**config.mk**
```make
export PLATFORM = sky130hd
export DESIGN_NAME = paquetizador_n_w
export DESIGN_NICKNAME = d
export VERILOG_FILES = /design/src/rtl/paquetizador_n_w.sv
export SDC_FILE = /design/constraint.sdc
export NUM_CORES = 1
export LEC_CHECK = 0
export ABC_AREA = 1
export CORE_ASPECT_RATIO = 2
export CORE_MARGIN = 10
export CORE_UTILIZATION = 50
export CTS_CLUSTER_SIZE = 28
export DETAILED_ROUTE_END_ITERATION = 8
export HOLD_SLACK_MARGIN = 0.02
export PLACE_DENSITY = 0.83
export SETUP_SLACK_MARGIN = 0.15
export SLEW_MARGIN = 25
export SYNTH_ARGS = -nofsm -noshare
export SYNTH_HDL_FRONTEND = slang
export SYNTH_SLANG_ARGS = --single-unit
```
**constraint.sdc**
```tcl
create_clock -name clk_4f -period 6.97 [get_ports clk_4f]
set_clock_uncertainty 0.1 [all_clocks]
set_input_delay 1.394 -clock clk_4f [delete_from_list [all_inputs] [get_ports clk_4f]]
set_output_delay 1.394 -clock clk_4f [all_outputs]
set_load 0.005 [all_outputs]
```
**src/rtl/paquetizador_n_w.sv**
```systemverilog
`default_nettype none
// ============================================================================
// Module      : paquetizador_n_w
// Description : Packs LANES narrow beats into one wide word, with gap
//               tolerance, backpressure and partial-word flush.
// Revision    : 1.0 - initial release
// ============================================================================
module paquetizador_n_w #(
  parameter int IN_W      = 8,
  parameter int LANES     = 4,
  parameter int MSB_FIRST = 1
) (
  input  logic                         clk_4f,
  input  logic                         reset,
  input  logic [IN_W-1:0]              data_in,
  input  logic                         valid_in,
  output logic                         ready_in,
  input  logic                         flush_in,
  output logic [IN_W*LANES-1:0]        data_out,
  output logic                         valid_out,
  output logic [$clog2(LANES+1)-1:0]   count_out,
  input  logic                         ready_out
);

  localparam int c_out_w = IN_W * LANES;
  localparam int c_cw    = $clog2(LANES + 1);
  localparam int c_idx_w = $clog2(LANES);
  localparam logic [c_idx_w-1:0] c_last_idx = c_idx_w'(LANES - 1);

  logic [c_idx_w-1:0] r_idx;
  logic [c_out_w-1:0] r_acc;
  logic [c_out_w-1:0] r_data;
  logic [c_cw-1:0]    r_count;
  logic               r_valid;

  logic               w_slot_free;
  logic               w_last;
  logic               w_accept;
  logic               w_complete;
  logic               w_emit;
  logic [c_cw-1:0]    w_n;
  logic [c_out_w-1:0] w_merged;

  // The last lane can only be taken when the output register can accept the word.
  assign w_slot_free = !r_valid || ready_out;
  assign w_last      = (r_idx == c_last_idx);
  assign ready_in    = !w_last || w_slot_free;
  assign w_accept    = valid_in && ready_in;
  assign w_complete  = w_accept && w_last;
  assign w_n         = c_cw'(r_idx) + c_cw'(w_accept);
  assign w_emit      = w_complete || (flush_in && w_slot_free && (w_n != '0));

  always_comb begin
    w_merged = r_acc;
    if (w_accept) begin
      for (int i = 0; i < LANES; i++) begin
        if (r_idx == c_idx_w'(i)) begin
          if (MSB_FIRST != 0) begin
            w_merged[c_out_w-1-i*IN_W -: IN_W] = data_in;
          end else begin
            w_merged[i*IN_W +: IN_W] = data_in;
          end
        end
      end
    end
  end

  always_ff @(posedge clk_4f or posedge reset) begin
    if (reset) begin
      r_idx   <= '0;
      r_acc   <= '0;
      r_data  <= '0;
      r_count <= '0;
      r_valid <= 1'b0;
    end else if (w_emit) begin
      // w_n equals LANES on completion, so one load path covers both cases.
      r_data  <= w_merged;
      r_count <= w_n;
      r_valid <= 1'b1;
      r_acc   <= '0;
      r_idx   <= '0;
    end else begin
      r_valid <= r_valid && !ready_out;
      if (w_accept) begin
        r_acc <= w_merged;
        r_idx <= r_idx + c_idx_w'(1);
      end
    end
  end

  assign data_out  = r_data;
  assign count_out = r_count;
  assign valid_out = r_valid;

endmodule
`default_nettype wire

```
==> impl_metrics.csv <==
group,metric,value,unit
sta,timing.hold.ws,0.389,ns
clock_network,cts_resized,0,
finish,area_growth,21.3,%
global_route,gr-total-overflow,0,
job,maxCapViolCount,0,
global_route,grt_pass1_vias,2930,
global_route,grt_use_total,15.9,%
critical_path,cp-end-kind,"output pin",
route,vias,3076,
sta,fin_crit_sh,65.0,%
route,route.detailed.drc,0,
critical_path,cp_slowest_cell,"clkdlybuf4s50_1",
sta,worst_pin_slew,0.890,ns
sta,setup_viol,0,
clock_network,clk_pin_slew,0.05,ns
critical_path,crit_path_max_fanout,26,
sta,tns,0,ns
critical_path,path_class,"input port to output pin",
finish,stdcell_count,595,
clock_network,clk_latency,0.33,ns
logic_synthesis,syn_inst,466,
critical_path,crit_path_max_incr_delay,0.66,ns
critical_path,critPathLaunchType,"input port",
floorplanning,die_h,139,µm
critical_path,crit_path_frequent_cell,"clkdlybuf4s50_1",
placed_design,place.detailed.hpwl,5670,µm
floorplanning,core_area,6890,µm²
floorplanning,initial_utilization,51.3,%
global_route,grt_start_max_net_pins,71,
global_route,grt_pass1_wl,14000,µm
finish,final_cell_mix,"nand2_1 (171), nand3_1 (93), dfrtp_1 (70)",
placed_design,gp_congestion,0.824,
placed_design,io_buffers,49,
finish,fin_nets,521,
sta,maxSlewViolCount,0,
logic_synthesis,synth_area,3530,µm²
logic_synthesis,ys_seq_area_share,49.6,%
power,pwr_density_cell,450,nW/µm²
floorplanning,die_w,79.4,µm
status,status,"finished, final reports clean",
clock_network,cts_setup_buffers,0,
sta,max_freq,221,MHz
clock_network,cts_tree,"yes",
global_route,antenna_found_initial,0,
finish,nFillCells,628,
power,p_leak,2.35,nW
floorplanning,row_count,43,
logic_synthesis,synth_nets,485,
clock_network,clk_path_buf_depth,2,
power,p_total,0.00193,W
floorplanning,dieArea,11000,µm²
route,drt_iter0_drc,313,
logic_synthesis,synth_cell_type_count,18,
worst_hold_path,hp-class,"register to register",
route,ant_nets,0,
route,vias_per_cell,5.17,
route,finalWirelength,8440,µm
clock_network,clock-sinks,70,
finish,fin_area,4290,µm²
clock_network,cts_root_buf,"clkbuf_16",
power,peakVddDrop,0.206,mV
logic_synthesis,avgSynthCellArea,7.58,µm²
route,wl_per_cell,14.2,µm
critical_path,required,5.48,ns
clock_network,ctsHoldBuffers,0,
clock_network,cts_buffers,9,
sta,relSlewSlack,40.6,%
route,dr.pass1.iters,5,
sta,rsz0062_at_grt,"false",
critical_path,worstPathCellList,"clkdlybuf4s50_1 -> inv_1 -> nand3_2 -> clkdlybuf4s50_1",
sta,fin_crit,4.53,ns
placed_design,placed_area,3990,µm²
finish,mostFrequentLayoutCell,"nand2_1",
clock_network,htreeDepth,3,
floorplanning,num_io_pins,50,
logic_synthesis,synth_seq_cells,70,
logic_synthesis,ys.warnings.count,0,
sta,finalHoldViolCount,0,
placed_design,post-place-cells,581,
finish,antenna_cells,0,
finish,layout-drive-gt1-share,4.55,%
critical_path,crit_arrival,3.04,ns
[metal layers]
metal  track usage [%]  vias up  part of all wire, %
met3              2.99       20                  5.0
met1              17.3     1448                   38
met2              27.3       89                   53
met4              9.02        0                  3.4
li1                  -     1519                    -
met5                 0        -                    0
[metrics by stage]
| step | utilization, % | setup slack (ns) |
|---|---|---|
| 4_1_cts | 62.2 | 2.44 |
| 3_3_place_gp | 58.0 | 2.34 |
| 5_1_grt | 62.2 | 2.36 |
| 6_report | 62.2 | 2.44 |
| 2_1_floorplan | - | 3.64 |
| 3_5_place_dp | 58.0 | 2.27 |
[power breakdown]
| group | switching (W) | internal, W |
|---|---|---|
| logic | 0.000489 | 0.000351 |
| clock network | 0.000158 | 0.000285 |
| registers | 0.0000769 | 0.000568 |
| total | 0.000724 | 0.00120 |
[Yosys cell counts, drive strengths merged]
cell type | instances | share of area (%)
o21ai | 1 | 0.14
dfrtp | 70 | 50
clkbuf | 1 | 0.11
inv | 50 | 5.3
buf | 26 | 4.6
a21oi | 2 | 0.28
nor2 | 33 | 3.5
nand3 | 95 | 14
nand4 | 8 | 1.4
nand2 | 174 | 19
ha | 6 | 2.1
[logic make-up (layout without fill, tap and decap cells)]
group,after synthesis,in the layout,synth area share (%)
flip-flops,70,70,49.6
AO/OA/AOI/OAI,3,3,0.425
adder cells (fa/ha/maj),6,6,2.12
AND/OR/NAND/NOR,310,310,37.9
buffers and inverters,77,116,10.0
[flip-flops by register name (all words and copies together) (netlist names)]
name       flops
r_idx          2
valid_out      1
r_acc         32
count_out      3
data_out      32
[final timing paths]
path | endpoint | start | slack [ns] | depth (start not counted)
worst min register to register | r_acc[7] | r_acc[7] | 0.39 | 2
worst max-delay path | ready_in | ready_out | 2.44 | 4
max in group asynchronous | r_acc[8] | reset | 4.64 | 3
min in group asynchronous | data_out[7] | reset | 1.51 | 3
worst min-delay path | r_acc[7] | r_acc[7] | 0.39 | 2
worst max register to register | data_out[26] | r_idx[1] | 3.22 | 12
[area by class of cell]
type | instances | area (µm²) | area share, %
multi-input cells | 319 | 1430 | 33.3
inverters | 50 | 188 | 4.38
flip-flops and latches | 70 | 1750 | 40.9
well taps | 90 | 113 | 2.63
clock buffers | 14 | 294 | 6.86
repair buffers | 52 | 513 | 12.0
[critical path: cells and delay by family]
kind	cells	cell delay, ns
simple gates	1	0.46
buf+inv	3	1.17
No activity file was read; power rests on OpenSTA's default activity.
